===== src/rtl/debounce_multi.sv =====
`default_nettype none
// ============================================================================
// Module   : debounce_multi
// Purpose  : Multi-channel switch debouncer. Each of NUM_CH raw inputs passes
//            through a 2-flop synchroniser and a stability counter; the
//            filtered level only changes after the synchronised input has
//            differed from it for DEBOUNCE_LIMIT consecutive clock edges.
//            One-cycle press (rise) and release (fall) strobes accompany
//            each level change.
// Optional : Define DEBOUNCE_REPEAT_EN to build per-channel auto-repeat
//            timers driving o_Repeat; otherwise o_Repeat is tied to 0.
// Ports    : i_Clk     - system clock
//            i_Rst_L   - synchronous reset, active-low
//            i_Switch  - raw asynchronous switch inputs, bit n = channel n
//            o_Switch  - debounced level per channel
//            o_Rise    - one-cycle strobe when o_Switch[n] goes 0->1
//            o_Fall    - one-cycle strobe when o_Switch[n] goes 1->0
//            o_Repeat  - auto-repeat strobe while a channel is held high
// Revision : 1.0 - initial release
// ============================================================================
module debounce_multi #(
  parameter int unsigned NUM_CH         = 4,
  parameter int unsigned DEBOUNCE_LIMIT = 250000,
  parameter int unsigned CNT_W          = 18,
  parameter int unsigned REPEAT_DELAY   = 12500000,
  parameter int unsigned REPEAT_PERIOD  = 2500000
) (
  input  logic              i_Clk,
  input  logic              i_Rst_L,
  input  logic [NUM_CH-1:0] i_Switch,
  output logic [NUM_CH-1:0] o_Switch,
  output logic [NUM_CH-1:0] o_Rise,
  output logic [NUM_CH-1:0] o_Fall,
  output logic [NUM_CH-1:0] o_Repeat
);

  // --------------------------------------------------------------------------
  // Elaboration-time parameter sanity checks
  // --------------------------------------------------------------------------
  if (NUM_CH < 1) begin : g_bad_num_ch
    $error("debounce_multi: NUM_CH must be >= 1");
  end
  if (DEBOUNCE_LIMIT < 1) begin : g_bad_limit
    $error("debounce_multi: DEBOUNCE_LIMIT must be >= 1");
  end
  if ((64'd1 << CNT_W) <= 64'(DEBOUNCE_LIMIT)) begin : g_bad_cnt_w
    $error("debounce_multi: CNT_W too small for DEBOUNCE_LIMIT");
  end
  if (REPEAT_DELAY < 1 || REPEAT_PERIOD < 1) begin : g_bad_repeat
    $error("debounce_multi: REPEAT_DELAY and REPEAT_PERIOD must be >= 1");
  end

`ifdef DEBOUNCE_REPEAT_EN
  // The timer only ever holds values up to max(delay, period) - 1.
  localparam int unsigned RPT_MAX = (REPEAT_DELAY > REPEAT_PERIOD) ? REPEAT_DELAY
                                                                   : REPEAT_PERIOD;
  localparam int unsigned RPT_W   = (RPT_MAX > 1) ? $clog2(RPT_MAX) : 1;
`endif

  // --------------------------------------------------------------------------
  // Per-channel datapath; channels share no state.
  // --------------------------------------------------------------------------
  for (genvar n = 0; n < NUM_CH; n++) begin : g_ch
    logic             sync1;
    logic             sync2;
    logic             state;
    logic             rise;
    logic             fall;
    logic [CNT_W-1:0] cnt;
    logic             flip;

    // The level flips on the edge where the disagreement count has already
    // reached DEBOUNCE_LIMIT-1, i.e. the DEBOUNCE_LIMIT-th disagreeing sample.
    assign flip = (sync2 != state) && (cnt == CNT_W'(DEBOUNCE_LIMIT - 1));

    always_ff @(posedge i_Clk) begin
      if (!i_Rst_L) begin
        sync1 <= 1'b0;
        sync2 <= 1'b0;
        state <= 1'b0;
        cnt   <= '0;
        rise  <= 1'b0;
        fall  <= 1'b0;
      end else begin
        sync1 <= i_Switch[n];
        sync2 <= sync1;
        rise  <= 1'b0;
        fall  <= 1'b0;
        if (sync2 == state) begin
          // Any agreeing sample restarts the stability count.
          cnt <= '0;
        end else if (flip) begin
          state <= sync2;
          cnt   <= '0;
          rise  <= sync2;
          fall  <= ~sync2;
        end else begin
          cnt <= cnt + CNT_W'(1);
        end
      end
    end

    assign o_Switch[n] = state;
    assign o_Rise[n]   = rise;
    assign o_Fall[n]   = fall;

`ifdef DEBOUNCE_REPEAT_EN
    logic [RPT_W-1:0] rpt;
    logic             rpt_phase;  // 0: waiting for first repeat, 1: periodic
    logic             rep;

    always_ff @(posedge i_Clk) begin
      if (!i_Rst_L) begin
        rpt       <= '0;
        rpt_phase <= 1'b0;
        rep       <= 1'b0;
      end else begin
        rep <= 1'b0;
        // A flip while low is the rise edge (timer starts from zero); a flip
        // while high is the fall edge, which must suppress any repeat.
        if (!state || flip) begin
          rpt       <= '0;
          rpt_phase <= 1'b0;
        end else if (!rpt_phase && rpt == RPT_W'(REPEAT_DELAY - 1)) begin
          rep       <= 1'b1;
          rpt       <= '0;
          rpt_phase <= 1'b1;
        end else if (rpt_phase && rpt == RPT_W'(REPEAT_PERIOD - 1)) begin
          rep <= 1'b1;
          rpt <= '0;
        end else begin
          rpt <= rpt + RPT_W'(1);
        end
      end
    end

    assign o_Repeat[n] = rep;
`else
    assign o_Repeat[n] = 1'b0;
`endif
  end

endmodule
`default_nettype wire


===== config.mk =====
export PLATFORM = sky130hd
export DESIGN_NAME = debounce_multi
export DESIGN_NICKNAME = d
export VERILOG_FILES = /design/src/rtl/debounce_multi.sv
export SDC_FILE = /design/constraint.sdc
export NUM_CORES = 1
export LEC_CHECK = 0
export BUFFER_PORTS_ARGS = -buffer_cell sky130_fd_sc_hd__buf_2
export CAP_MARGIN = 40
export CORE_UTILIZATION = 50
export CTS_CLUSTER_SIZE = 28
export DETAILED_ROUTE_END_ITERATION = 16
export PLACE_DENSITY = 0.67
export SYNTH_ARGS = -nofsm -noshare
export SYNTH_HDL_FRONTEND = slang
export SYNTH_SLANG_ARGS = --single-unit

===== constraint.sdc =====
create_clock -name i_Clk -period 3.78 [get_ports i_Clk]
set_clock_uncertainty 0.05 [all_clocks]
set_input_delay 0.567 -clock i_Clk [delete_from_list [all_inputs] [get_ports i_Clk]]
set_output_delay 0.567 -clock i_Clk [all_outputs]
set_load 0.02 [all_outputs]

# ---- Word-level counts from Yosys, hierarchy flattened
# Index checks and enable logic that the tools add are counted.
dict set report word_totals {
  inputBits 6
  ff_bits 92
  elab_cells 69
}
dict set report classes {
  n_bitwise 13
  eq_ne 12
  reduce_logical 16
  addsub 4
}
# cell n
set op_table {}
lappend op_table {{adder 18 x 1 -> 18 bit (second input constant)} 4}
lappend op_table {{== test 18 bit (second input constant)} 4}
lappend op_table {{OR reduction 3 bit} 8}
lappend op_table {{inverter 1 bit} 13}
lappend op_table {{AND reduction 2 bit} 4}
lappend op_table {{== test 1 bit} 4}
lappend op_table {{logical AND 1 bit} 4}
lappend op_table {{!= test 1 bit} 4}

# ---- Depth between registers and ports, before layout
dict set report depth {
  depth_word 4
  ltp_mapped 7
  depth_no_buf 5
}

# ---- Worst setup path before layout
# No wires, ideal clock.
dict set report synth_timing {
  path_type {register to register}
  startpoint {reg g_ch[1].cnt[0]}
  endpoint {reg g_ch[1].cnt[10]}
  period_less_slack_ns 1.878
  t_required_ns 3.616
  path_stages_with_launch 8
  setup_ns 0.114
  arrival_ns 1.713
  slack_ns 1.902
  cell_sequence {dfxtp_1 -> ha_1 -> buf_2 -> nand3_1 -> or4_1 -> o21bai_2 -> buf_4 -> nor2_1}
}
dict set report synth_via {
  elab_chain_len 3
}
# item line
set synth_lines {}
lappend synth_lines {{from (decl)} 69} ;# logic [CNT_W-1:0] cnt;
lappend synth_lines {{from (signal assigned)} 98} ;# cnt <= cnt + CNT_W'(1);
lappend synth_lines {{branches (longest 3 deep; another with adder 18 x 1 -> 18 bit)} --}
# Parallel ways; which one is timed is not known.
# A chain may end at the register's enable or synchronous reset.

# ---- Final worst setup path
dict set report layout_timing {
  startpoint {reg g_ch[1].cnt[0]}
  endpoint {reg g_ch[1].cnt[11]}
}
# The elaborated chain is that of the path after synthesis.

==> flow_metrics.tcl <==
set metrics [dict create \
    outcome "completed" \
    stdcell_count 565 \
    worst_pin_slew_ps 714 \
    grt_pass1_vias 2718 \
    fillers 744 \
    area_growth_syn_to_layout_pct 6.35 \
    yosys_warnings 0 \
    drv_slew 0 \
    synth_compound_area_share_pct 4.54 \
    syn_area_per_cell_um2 8.99 \
    die_h_um 92.3 \
    rsz0062_at_grt "false" \
    fin_nets 468 \
    antenna_cells 0 \
    period_share_pct 60.3 \
    hold_viol 0 \
    viasPerCell 5.39 \
    clock_sinks 92 \
    hold_path.class "input pin to flop" \
    register_area_um2 1840 \
    netlist_instances 454 \
    max-slew-margin-rel_pct 52.4 \
    h-tree-depth 3 \
    synthDistinctLibCells 36 \
    cts_buffers 9 \
    grt_overflow 0 \
    setup_viol 0 \
    clk_pin_slew_ps 90 \
    synth_simple_gate_area_share_pct 29.5 \
    crit_required_ps 3950 \
    post_route_cells_drive_above_1_share_pct 8.64 \
    path_max_fanout 18 \
    grt_first_pass_wirelength_mm 12.1 \
    port_buffers 17 \
    cts_setup_buffers 0 \
    synth_xor_area_share_pct 12.5 \
    synth_area_um2 4080 \
    fin_tns_setup_ps 0 \
    postRouteAntennaNets 0 \
    placed_cells 549 \
    tritoncts "built" \
    drc 0 \
    yosysTopAreaCell "dfxtp_1" \
    critPathCaptureType "flop" \
    multi_input_area_um2 2000 \
    synth_most_common_cell "dfxtp_1" \
    place_congestion 0.828 \
    grt_start_max_net_pins 24 \
    cts.path.max_buffers 2 \
    grt_usage_pct 17.5 \
    yosys-top-cells-area "dfxtp_1 45%, xnor2_1 7.7%, nor2_1 6.7%" \
    power.density_nw_per_um2 399 \
    dr.pass1.iters 4 \
    ys_seq_area_share_pct 45.1 \
    num_rows 32 \
    clock_latency_ps 360 \
    min_period_ps 2280 \
    synth_common_cells "92 x dfxtp_1, 73 x nor2_1, 36 x xnor2_1" \
    path_class "flop to flop" \
    async_reset_ff_share_pct 0 \
    place_hpwl_mm 4.77 \
    synth_top_family_by_area "simple AND/OR/NAND/NOR gates" \
    vias 3047 \
    synth_edf_count 0 \
    ys.flop_type "dfxtp_1" \
    core_um2 7810 \
    antenna_found_initial 0 \
    wl_mm 6.99 \
    yosysTopAreaCellShare_pct 45.1 \
    critPathArrivalTime_ps 2440 \
    start_util_pct 52.3 \
    ioPinCount 22 \
    cap_violations 0 \
    cts_root_buf "clkbuf_8" \
    dieArea_um2 8530 \
    worst_ir_drop_vdd_mv 0.191 \
    rr_startpoint "g_ch[1].cnt[0]" \
    start_kind "flop" \
    fmax_ghz 0.439 \
    muxShareOfSynthArea_pct 0.981 \
    wire_per_inst_um 12.4 \
    cts_resized 0 \
    min_from "i_Switch[3]" \
    hold_buffers 0 \
    synthAdderAreaFrac_pct 1.23 \
    yosys_register_bits 92 \
    p_leak_nw 1.35 \
    drtIter0Drc 108 \
    crit_start "g_ch[1].cnt[0]" \
    die_w_um 92.3 \
]
==> metrics by stage <==
| stage | utilization (%) | worst slack, ps | hold slack (ps) | cell area (µm²) | power, mW |
|---|---|---|---|---|---|
| 6_report | 55.6 | 1500 | 361 | 4340 | 1.73 |
| 3_5_place_dp | 52.8 | 1530 | 370 | 4120 | 1.03 |
| 4_1_cts | 55.6 | 1510 | 346 | 4340 | 1.75 |
| 3_3_place_gp | 52.5 | 1610 | 367 | 4100 | 1.02 |
| 2_1_floorplan | - | 1900 | 362 | 4090 | 1.02 |
| 5_1_grt | 55.6 | 1300 | 363 | 4340 | 1.79 |
==> state kept, by name, indices dropped and copies added (netlist names) <==
signal,flops
g_ch.rise,4
g_ch.state,4
g_ch.cnt,72
g_ch.fall,4
g_ch.sync1,4
g_ch.sync2,4
==> per-layer routing <==
layer  wire length, µm  vias to the layer above  part of all wire, %  global-route usage [%]
met5                 0                        -                    0                       0
met4                80                        0                  1.1                    6.12
met3               243                        9                  3.5                    4.02
met2              3220                       51                   46                    28.3
met1              3450                     1425                   49                    22.9
li1                  -                     1562                    -                       -
==> power by group <==
group          switching (mW)  leakage [nW]  internal [mW]
Combinational          0.0169         0.507        0.00856
Clock                   0.352         0.104          0.377
Sequential            0.00348         0.743          0.973
==> logic make-up after synthesis <==
logic type	after synthesis
and+or+nand+nor	230
DFF	92
xor gates and xnor gates	58
buffers and inverters	41
AOI/OAI and AO/OA	24
adders and majority gates	4
muxes	4
other	1
==> worst max-delay path, stage by stage (launching register included) <==
cell	delay [ps]
dfxtp_1	350
ha_1	350
nand3_1	160
or4_1	490
o21bai_2	620
nor2_1	120
==> path summary, 6_finish.rpt <==
check	end	slack (ps)	depth (start not counted)
max	g_ch[1].cnt[11]	1500	5
min	g_ch[3].sync1	360	2
max reg2reg	g_ch[1].cnt[11]	1500	5
min reg2reg	g_ch[1].sync2	390	1
==> cells in the final DEF (no fill, tap or decap), types with 12 or more instances in the layout <==
cell type / Yosys / final
nand3_1: 26 / 26
nor4_1: 22 / 22
nor2_1: 73 / 73
buf_2: 3 / 17
xnor2_1: 36 / 36
inv_1: 12 / 12
xor2_1: 22 / 22
nand2_1: 33 / 33
dfxtp_1: 92 / 92
nand4_1: 22 / 22
==> layout make-up <==
cell class                 count  share of cell area (%)
sequential                    92                    42.4
timing repair buffer          19                    2.48
multi-input combinational    324                    46.1
clock inverter                 5                    1.96
inverter                      12                    1.04
clock buffer                  11                    3.03
tap                          102                    2.94
(Power assumes the default switching activity.)
